<file path="src/rtl/cpram_loader_pkg.sv">
// Shared types and constants for the cpram burst-buffer fill engine.
package cpram_loader_pkg;

  localparam int unsigned BEAT_BYTES = 8;
  localparam int unsigned DATA_W     = 64;

  typedef enum logic [2:0] {
    ST_IDLE  = 3'd0,
    ST_REQ   = 3'd1,
    ST_BEAT  = 3'd2,
    ST_DRAIN = 3'd3,
    ST_DONE  = 3'd4
  } state_t;

  // Ceiling log2; returns 0 for v <= 1.
  function automatic int unsigned clog2(input int unsigned v);
    int unsigned r;
    r = 0;
    for (longint unsigned p = 1; p < longint'(v); p = p << 1) r++;
    return r;
  endfunction

endpackage

</file>
<file path="src/rtl/cpram_loader_if.sv">
// SDRAM burst-read channel between the loader (master) and the SDRAM controller (slave).
interface cpram_loader_if
  import cpram_loader_pkg::*;
#(
  parameter int unsigned ADDR_W = 27
) ();

  logic              sd_req;
  logic [ADDR_W-1:0] sd_addr;
  logic              sd_ack;
  logic              sd_valid;
  logic [DATA_W-1:0] sd_data;

  modport master (
    output sd_req,
    output sd_addr,
    input  sd_ack,
    input  sd_valid,
    input  sd_data
  );

  modport slave (
    input  sd_req,
    input  sd_addr,
    output sd_ack,
    output sd_valid,
    output sd_data
  );

endinterface

</file>
<file path="src/rtl/cpram_loader_cnt.sv">
// Beat-within-burst and words-remaining counters; flags beats that must be written.
module cpram_loader_cnt
  import cpram_loader_pkg::*;
#(
  parameter int unsigned BURST_LEN = 4,
  parameter int unsigned MAX_WORDS = 128
) (
  input  logic                      clock,
  input  logic                      reset_n,
  input  logic                      load,
  input  logic [clog2(MAX_WORDS):0] load_words,
  input  logic                      clr_beat,
  input  logic                      beat,
  input  logic                      suppress,
  output logic                      wr_c,
  output logic                      last_c,
  output logic                      more_c
);

  localparam int unsigned CNT_W  = clog2(MAX_WORDS) + 1;
  localparam int unsigned BEAT_W = clog2(BURST_LEN + 1);

  logic [BEAT_W-1:0] beat_cnt;
  logic [CNT_W-1:0]  remaining;

  // A beat is written only while words are still owed and the load is not being cancelled.
  assign wr_c   = beat && !suppress && (remaining != '0);
  assign last_c = (beat_cnt == BEAT_W'(BURST_LEN - 1));
  assign more_c = (remaining > CNT_W'(1));

  always_ff @(posedge clock or negedge reset_n) begin
    if (!reset_n) begin
      beat_cnt  <= '0;
      remaining <= '0;
    end else begin
      if (load) begin
        remaining <= load_words;
      end else if (wr_c) begin
        remaining <= remaining - CNT_W'(1);
      end

      if (clr_beat) begin
        beat_cnt <= '0;
      end else if (beat) begin
        beat_cnt <= last_c ? '0 : beat_cnt + BEAT_W'(1);
      end
    end
  end

endmodule

</file>
<file path="src/rtl/cpram_loader.sv">
// Fills the 64-to-16 cpram buffer from fixed-length SDRAM burst reads.
module cpram_loader
  import cpram_loader_pkg::*;
#(
  parameter int unsigned ADDR_W    = 27,
  parameter int unsigned BURST_LEN = 4,
  parameter int unsigned MAX_WORDS = 128
) (
  input  logic                      clock,
  input  logic                      reset_n,
  input  logic                      start,
  input  logic [ADDR_W-1:0]         start_addr,
  input  logic [clog2(MAX_WORDS):0] num_words,
  input  logic                      abort,
  output logic                      busy,
  output logic                      done,
  cpram_loader_if.master            sd,
  output logic                      wr,
  output logic [DATA_W-1:0]         data
);

  localparam int unsigned       CNT_W      = clog2(MAX_WORDS) + 1;
  localparam logic [CNT_W-1:0]  MAX_CNT    = CNT_W'(MAX_WORDS);
  localparam logic [ADDR_W-1:0] BURST_STEP = ADDR_W'(BURST_LEN * BEAT_BYTES);

  state_t           state;
  logic [CNT_W-1:0] eff_words_c;
  logic             load_c;
  logic             clr_beat_c;
  logic             beat_c;
  logic             suppress_c;
  logic             wr_c;
  logic             last_c;
  logic             more_c;
  logic             unused_addr_lsb;

  assign unused_addr_lsb = ^start_addr[2:0];

  // Zero and oversize requests both mean a full buffer.
  assign eff_words_c = ((num_words == '0) || (num_words > MAX_CNT)) ? MAX_CNT : num_words;
  assign load_c      = (state == ST_IDLE) && start;
  assign clr_beat_c  = (state == ST_REQ) && sd.sd_ack;
  assign beat_c      = sd.sd_valid && ((state == ST_BEAT) || (state == ST_DRAIN));
  assign suppress_c  = (state == ST_DRAIN) || abort;

  cpram_loader_cnt #(
    .BURST_LEN (BURST_LEN),
    .MAX_WORDS (MAX_WORDS)
  ) u_cnt (
    .clock      (clock),
    .reset_n    (reset_n),
    .load       (load_c),
    .load_words (eff_words_c),
    .clr_beat   (clr_beat_c),
    .beat       (beat_c),
    .suppress   (suppress_c),
    .wr_c       (wr_c),
    .last_c     (last_c),
    .more_c     (more_c)
  );

  // sd_addr doubles as the running burst address register.
  always_ff @(posedge clock or negedge reset_n) begin
    if (!reset_n) begin
      state      <= ST_IDLE;
      busy       <= 1'b0;
      done       <= 1'b0;
      sd.sd_req  <= 1'b0;
      sd.sd_addr <= '0;
      wr         <= 1'b0;
      data       <= '0;
    end else begin
      wr   <= 1'b0;
      done <= 1'b0;
      unique case (state)
        ST_IDLE: begin
          if (start) begin
            sd.sd_addr <= {start_addr[ADDR_W-1:3], 3'b000};
            sd.sd_req  <= 1'b1;
            busy       <= 1'b1;
            state      <= ST_REQ;
          end
        end
        ST_REQ: begin
          if (sd.sd_ack) begin
            sd.sd_req <= 1'b0;
            state     <= abort ? ST_DRAIN : ST_BEAT;
          end else if (abort) begin
            sd.sd_req <= 1'b0;
            busy      <= 1'b0;
            state     <= ST_IDLE;
          end
        end
        ST_BEAT: begin
          if (beat_c) begin
            if (wr_c) begin
              wr   <= 1'b1;
              data <= sd.sd_data;
            end
            if (last_c) begin
              if (abort) begin
                busy  <= 1'b0;
                state <= ST_IDLE;
              end else if (more_c) begin
                sd.sd_addr <= sd.sd_addr + BURST_STEP;
                sd.sd_req  <= 1'b1;
                state      <= ST_REQ;
              end else begin
                state <= ST_DONE;
              end
            end else if (abort) begin
              state <= ST_DRAIN;
            end
          end else if (abort) begin
            state <= ST_DRAIN;
          end
        end
        ST_DRAIN: begin
          if (beat_c && last_c) begin
            busy  <= 1'b0;
            state <= ST_IDLE;
          end
        end
        ST_DONE: begin
          done  <= 1'b1;
          busy  <= 1'b0;
          state <= ST_IDLE;
        end
        default: state <= ST_IDLE;
      endcase
    end
  end

endmodule

</file>
<file path="src/flat_wrapper.sv">
// flat-port wrapper written by rule: the top's interface ports become plain ports
module cpram_loader_flat import cpram_loader_pkg::*;
#(
  parameter int unsigned ADDR_W    = 27,
  parameter int unsigned BURST_LEN = 4,
  parameter int unsigned MAX_WORDS = 128
)
  (clock, reset_n, start, start_addr, num_words, abort, busy, done, wr, data, sd_sd_req, sd_sd_addr, sd_sd_ack, sd_sd_valid, sd_sd_data);
  cpram_loader_if #(.ADDR_W(ADDR_W)) sd_i ();
  input  logic clock;
  input  logic reset_n;
  input  logic start;
  input  logic [ADDR_W-1:0] start_addr;
  input  logic [clog2(MAX_WORDS):0] num_words;
  input  logic abort;
  output logic busy;
  output logic done;
  output logic wr;
  output logic [DATA_W-1:0] data;
  output wire logic [$bits(sd_i.sd_req)-1:0] sd_sd_req;
  output wire logic [$bits(sd_i.sd_addr)-1:0] sd_sd_addr;
  input wire logic [$bits(sd_i.sd_ack)-1:0] sd_sd_ack;
  input wire logic [$bits(sd_i.sd_valid)-1:0] sd_sd_valid;
  input wire logic [$bits(sd_i.sd_data)-1:0] sd_sd_data;
  assign sd_sd_req = sd_i.sd_req;
  assign sd_sd_addr = sd_i.sd_addr;
  assign sd_i.sd_ack = sd_sd_ack;
  assign sd_i.sd_valid = sd_sd_valid;
  assign sd_i.sd_data = sd_sd_data;
  cpram_loader #(.ADDR_W(ADDR_W), .BURST_LEN(BURST_LEN), .MAX_WORDS(MAX_WORDS)) u_core (.clock(clock), .reset_n(reset_n), .start(start), .start_addr(start_addr), .num_words(num_words), .abort(abort), .busy(busy), .done(done), .sd(sd_i), .wr(wr), .data(data));
endmodule
</file>
<file path="config.mk">
export PLATFORM = sky130hd
export DESIGN_NAME = cpram_loader_flat
export DESIGN_NICKNAME = d
export VERILOG_FILES = /design/src/rtl/cpram_loader_pkg.sv /design/src/rtl/cpram_loader_if.sv /design/src/rtl/cpram_loader_cnt.sv /design/src/rtl/cpram_loader.sv /design/src/flat_wrapper.sv
export SDC_FILE = /design/constraint.sdc
export NUM_CORES = 1
export LEC_CHECK = 0
export BUFFER_PORTS_ARGS = -buffer_cell sky130_fd_sc_hd__buf_2
export CAP_MARGIN = 25
export CORE_MARGIN = 2
export CORE_UTILIZATION = 44
export DETAILED_ROUTE_END_ITERATION = 16
export GPL_TIMING_DRIVEN = 0
export PLACE_DENSITY = 0.77
export SLEW_MARGIN = 10
export SYNTH_ARGS = -nofsm -noshare
export SYNTH_HDL_FRONTEND = slang
export SYNTH_SLANG_ARGS = --single-unit
</file>
<file path="constraint.sdc">
create_clock -name clock -period 2.1 [get_ports clock]
set_input_delay 0.42 -clock clock [delete_from_list [all_inputs] [get_ports clock]]
set_output_delay 0.42 -clock clock [all_outputs]
set_load 0.02 [all_outputs]
</file>
* After elaboration in Yosys (flattened, before gate mapping) *
Index checks and enable logic that the tools add are counted.

storage, ports and cells
  flip-flop bits (word level) = 109
  bits of input ports = 105
  output and inout port bits = 95
  logic and storage cells = 91

operators by class
  add/sub/neg operators = 3
  magnitude comparators = 2
  eq/ne operators = 13
  multiplexer cells = 41
  reductions and logical operators = 23

operators with widths
  cell                   count
  $mux 27                5
  $pmux 27 s2            1
  $mux 3                 12
  $add 27x6->27 const B  1
  $mux 8                 3
  $mux 1                 17
  $pmux 3 s4             1
  $reduce_and 6->1       2
  $eq 3x2->1 const B     3
  $gt 8x1->1 const B     1
  $gt 8x8->1 const B     1
  $logic_not 8->1        1
  $ne 2x2->1 const B     4
  $reduce_bool 8->1      1
  $sub 8x1->8 const B    1
  $reduce_and 7->1       1
  $logic_and 1x1->1      6
  $ne 2x1->1 const B     3
  $reduce_and 3->1       2
  $reduce_bool 2->1      3
  $pmux 1 s5             1
  $reduce_bool 5->1      1
  $add 3x1->3 const B    1
  $eq 3x1->1 const B     1
  other kinds (7)        9

* Longest topological paths before layout *
  depth after elaboration = 8
  mapped depth = 9

* Hierarchy *
A second synthesis with hierarchy kept.

unflattened totals
  cell total of the unflattened synthesis = 452
  area, all modules = 5102.4 um^2

by module, submodules not included
  module            instances  cells an instance  area an instance (um^2)  sequential area each (um^2)
  cpram_loader      1          384                4435.5                   2377.3
  cpram_loader_cnt  1          68                 666.9                    275.3

* Least setup slack after synthesis *
OpenSTA, ideal clock, no wires.

  path kind = register -> register
  start = reg u_core.u_cnt.remaining[0]
  end = reg u_core.sd.sd_addr[23]
  arrival = 2003 ps
  setup slack = -26 ps
  cell stages (with the launch flop) = 10
  buffers on the path = 2
  cells stage by stage = dfrtp_1 > inv_1 > ha_1 > or2_2 > a311o_1 > o21a_1 > buf_2 > buf_6 > nor3_1 > nor3_1

on the way
  cells in the longest elaborated chain, start to end = 3

ends and longest elaborated chain
  what                               line                    text
  start, declared                    cpram_loader_cnt.sv:24  logic [CNT_W-1:0] remaining;
  start signal, assigned             cpram_loader_cnt.sv:37  remaining <= load_words;
  start signal, assigned             cpram_loader_cnt.sv:39  remaining <= remaining - CNT_W'(1);
  $gt 8x1->1                         cpram_loader_cnt.sv:29  assign more_c = (remaining > CNT_W'(1));
  $ne 2x1->1 (no source line)        --
  $reduce_and 6->1 (no source line)  --
  end signal, assigned               cpram_loader.sv:78      sd.sd_addr <= {start_addr[ADDR_W-1:3], 3'b000};
  end signal, assigned               cpram_loader.sv:105     sd.sd_addr <= sd.sd_addr + BURST_STEP;
  end, declared                      cpram_loader_if.sv:16   output sd_addr,

No other way between the ends.
A chain may end at the register's enable or synchronous reset.

* Worst setup path after layout *
  start = reg u_core.u_cnt.remaining[0]
  end = reg u_core.data[50]

on the way
  cells in the longest elaborated chain, start to end = 3

ends and longest elaborated chain
  what                               line                    text
  $reduce_bool 8->1                  cpram_loader_cnt.sv:27  assign wr_c = beat && !suppress && (remaining != '0);
  $logic_and 1x1->1                  cpram_loader_cnt.sv:27
  $reduce_and 3->1 (no source line)  --
  end signal, assigned               cpram_loader.sv:98      data <= sd.sd_data;
  end, declared                      cpram_loader.sv:19      output logic [DATA_W-1:0] data

No other way between the ends.

==> run metrics <==
global placement routability congestion 0.953; Slew HR 62.2%; Synth area leaders dfrtp_1, mux2_2, a21oi_1; largest family of logic cells by synthesized area multiplexers; arrival time at the worst endpoint 2380 ps; critical path class register to register; Final setup viols 27; MaxCap Viol Count 0; synth warn 0; EDFF count, synth 0; core region area 0.0109 mm2; Synth Area in Simple Gates 13.3%; DP Area 0.00610 mm2; Initial Util 45.1%; DR pass1 iterations 5; most common cell after layout, fill and taps aside buf_2; Synth Area in Compound Gates 12.6%; HP Class input port to register; Cell variety after synth 53; Final Cycle Share 101%; fmax 471 MHz; Die ar. 0.0120 mm2; area grow syn2layout 45.3%; via count 4613; clock buffer count from CTS 9; power per cell area 1540 mW/mm2; PortBufs 192; min setup slack post-route -22.7 ps; failing checks setup timing; share of cells above drive strength 1 53.1%; grt total ovfl 0; worst vdd ir 0.00102 V; Post-Syn Area 0.00491 mm2; Die W 110 um; Tmin final 2120 ps; vias in the first global route 4606; post-synthesis mux area share 15.1%; Max Slew Vio Count 0; status complete, but fails checks; pin slew with the least headroom to its limit 563 ps; top-area cell type share of the netlist area 54.0%; Post-Layout Cell Count 818; drt drc 0; Lkg Pwr 3.33 nW; worst skew pair latency 380 ps; Global Route Usage Sum 24.3%; Top FF cell, synth dfrtp_1; post-synthesis adder-cell area fraction 1.27%; Die Y-Extent 110 um; Setup Total Neg Slack -267 ps; pin count of the biggest net entering global routing 79; Required @ worst endpoint 2360 ps; initial DRC count 315; XOR/XNOR share of the synthesized area 0.357%; Fin. Hold Viols 0; root buffer cell clkbuf_8; CP Max Fanout 8; CTS tree built; post-DP HPWL 10400 um; Worst setup EP type register; first-pass GRT wire length 22500 um; synthesized flop and latch total 106; crit path launch type register; unrepaired setup endpoints after global routing yes; Avg Cell Area, Syn 11.2 um2; Placed Instances 776; H-tree lvl count 3; Ports 200; row count 38; post-synthesis sequential area ratio 54.0%; Vias/cell 5.64; Cells after Synth 440; area leader, netlist dfrtp_1; Reg clk slew, reported paths 100 ps; Post-DRT Antenna Nets 0; worst clock skew 15.5 ps; design area 0.00714 mm2; Clock Sinks 106; Power Total 11.0 mW; Detailed Route WL 15800 um; commonest non-fill, non-tap cells in the layout buf_2, dfrtp_1, mux2_4; FFs w/ async S/R, synth 100%; clk buf depth 2; Layout Nets 781; per-cell routed wire length 19.3 um; initial antenna violation count 2
## synthesized netlist by cell type (6+ instances only)
library cell / count
buf_2: 12
nor3_1: 11
clkbuf_1: 10
nor2_1: 22
inv_1: 7
nand3_1: 23
nand2_1: 35
o21ai_0: 19
o22ai_1: 6
mux2_2: 65
dfrtp_1: 106
a31oi_1: 7
a21oi_1: 36
nand4_1: 6
## kinds of logic (layout without fill, tap and decap cells)
family	Yosys count	in the layout
simple gates	129	129
flops	106	106
compound gates	97	97
mux	66	66
buf+inv	34	268
fa+ha+maj	5	5
xor+xnor	2	2
other cells	1	5
## worst max-delay path, stage by stage (launching register included)
cell       delay [ps]
dfrtp_1           410
inv_2              80
ha_4              160
nor4b_4           140
a2111oi_4         390
buf_4             210
buf_12            150
clkbuf_16         160
mux2_4            290
## flip-flops by register name, summed over array words and instances (netlist names)
signal / flops
u_core.busy: 1
u_core.data: 64
u_core.done: 1
u_core.sd.sd_addr: 24
u_core.sd.sd_req: 1
u_core.state: 3
u_core.u_cnt.beat_cnt: 3
u_core.u_cnt.remaining: 8
u_core.wr: 1
## where the power goes
| group | internal (mW) | switching, mW |
|---|---|---|
| sequential | 3.02 | 0.827 |
| clock | 0.717 | 0.735 |
| combinational | 2.51 | 3.18 |
| total | 6.25 | 4.74 |
## routing by layer
layer / track usage, % / up-vias / wire (um)
met5: 0 / - / 0
met4: 10.4 / 0 / 456
met3: 7.65 / 37 / 1360
met2: 41.2 / 215 / 8120
met1: 28.4 / 2289 / 5820
li1: - / 2072 / -
## path summary, 6_finish.rpt
| path | startpoint | end | slack (ps) | cells after the start |
|---|---|---|---|---|
| worst max-delay path | u_core.u_cnt.remaining[0] | u_core.data[50] | -20 | 8 |
| worst min-delay path | start_addr[3] | u_core.sd.sd_addr[3] | 250 | 3 |
| worst max register to register | u_core.u_cnt.remaining[0] | u_core.data[50] | -20 | 8 |
| worst min register to register | u_core.sd.sd_addr[3] | u_core.sd.sd_addr[3] | 500 | 2 |
| max in group asynchronous | reset_n | u_core.sd.sd_addr[5] | 920 | 3 |
| min in group asynchronous | reset_n | u_core.data[39] | 470 | 2 |
## layout make-up
cell class              instances  area (um2)
plain buffers                  26         223
repair buffers                219        1350
well taps                     140         175
clock buffers                  10         138
fillers                       787        3750
clock inverters                 6        93.8
diodes                          2        5.00
multi-input cells             302        2480
flip-flops and latches        106        2650
inverters                       7        26.3
## per-stage QoR
stage                     setup WS (ps)  hold slack (ps)  util, %
after floorplan                    41.0              124        -
after global placement             -526              457     55.6
after detailed placement           -371              317     56.0
after CTS                         -34.0              246     60.9
after global routing               -107              252     65.5
final                             -22.7              252     65.5
## what timing repair did
item                                    CTS  global route
pin swaps                                 9             9
hold buffers                              1             0
cloned                                    3             4
resized for setup                        47            92
hold endpoints to repair                 28             0
endpoints found under the setup margin   93            85
setup buffers                            11             6
Note: power is estimated with default switching activity, not from simulation.
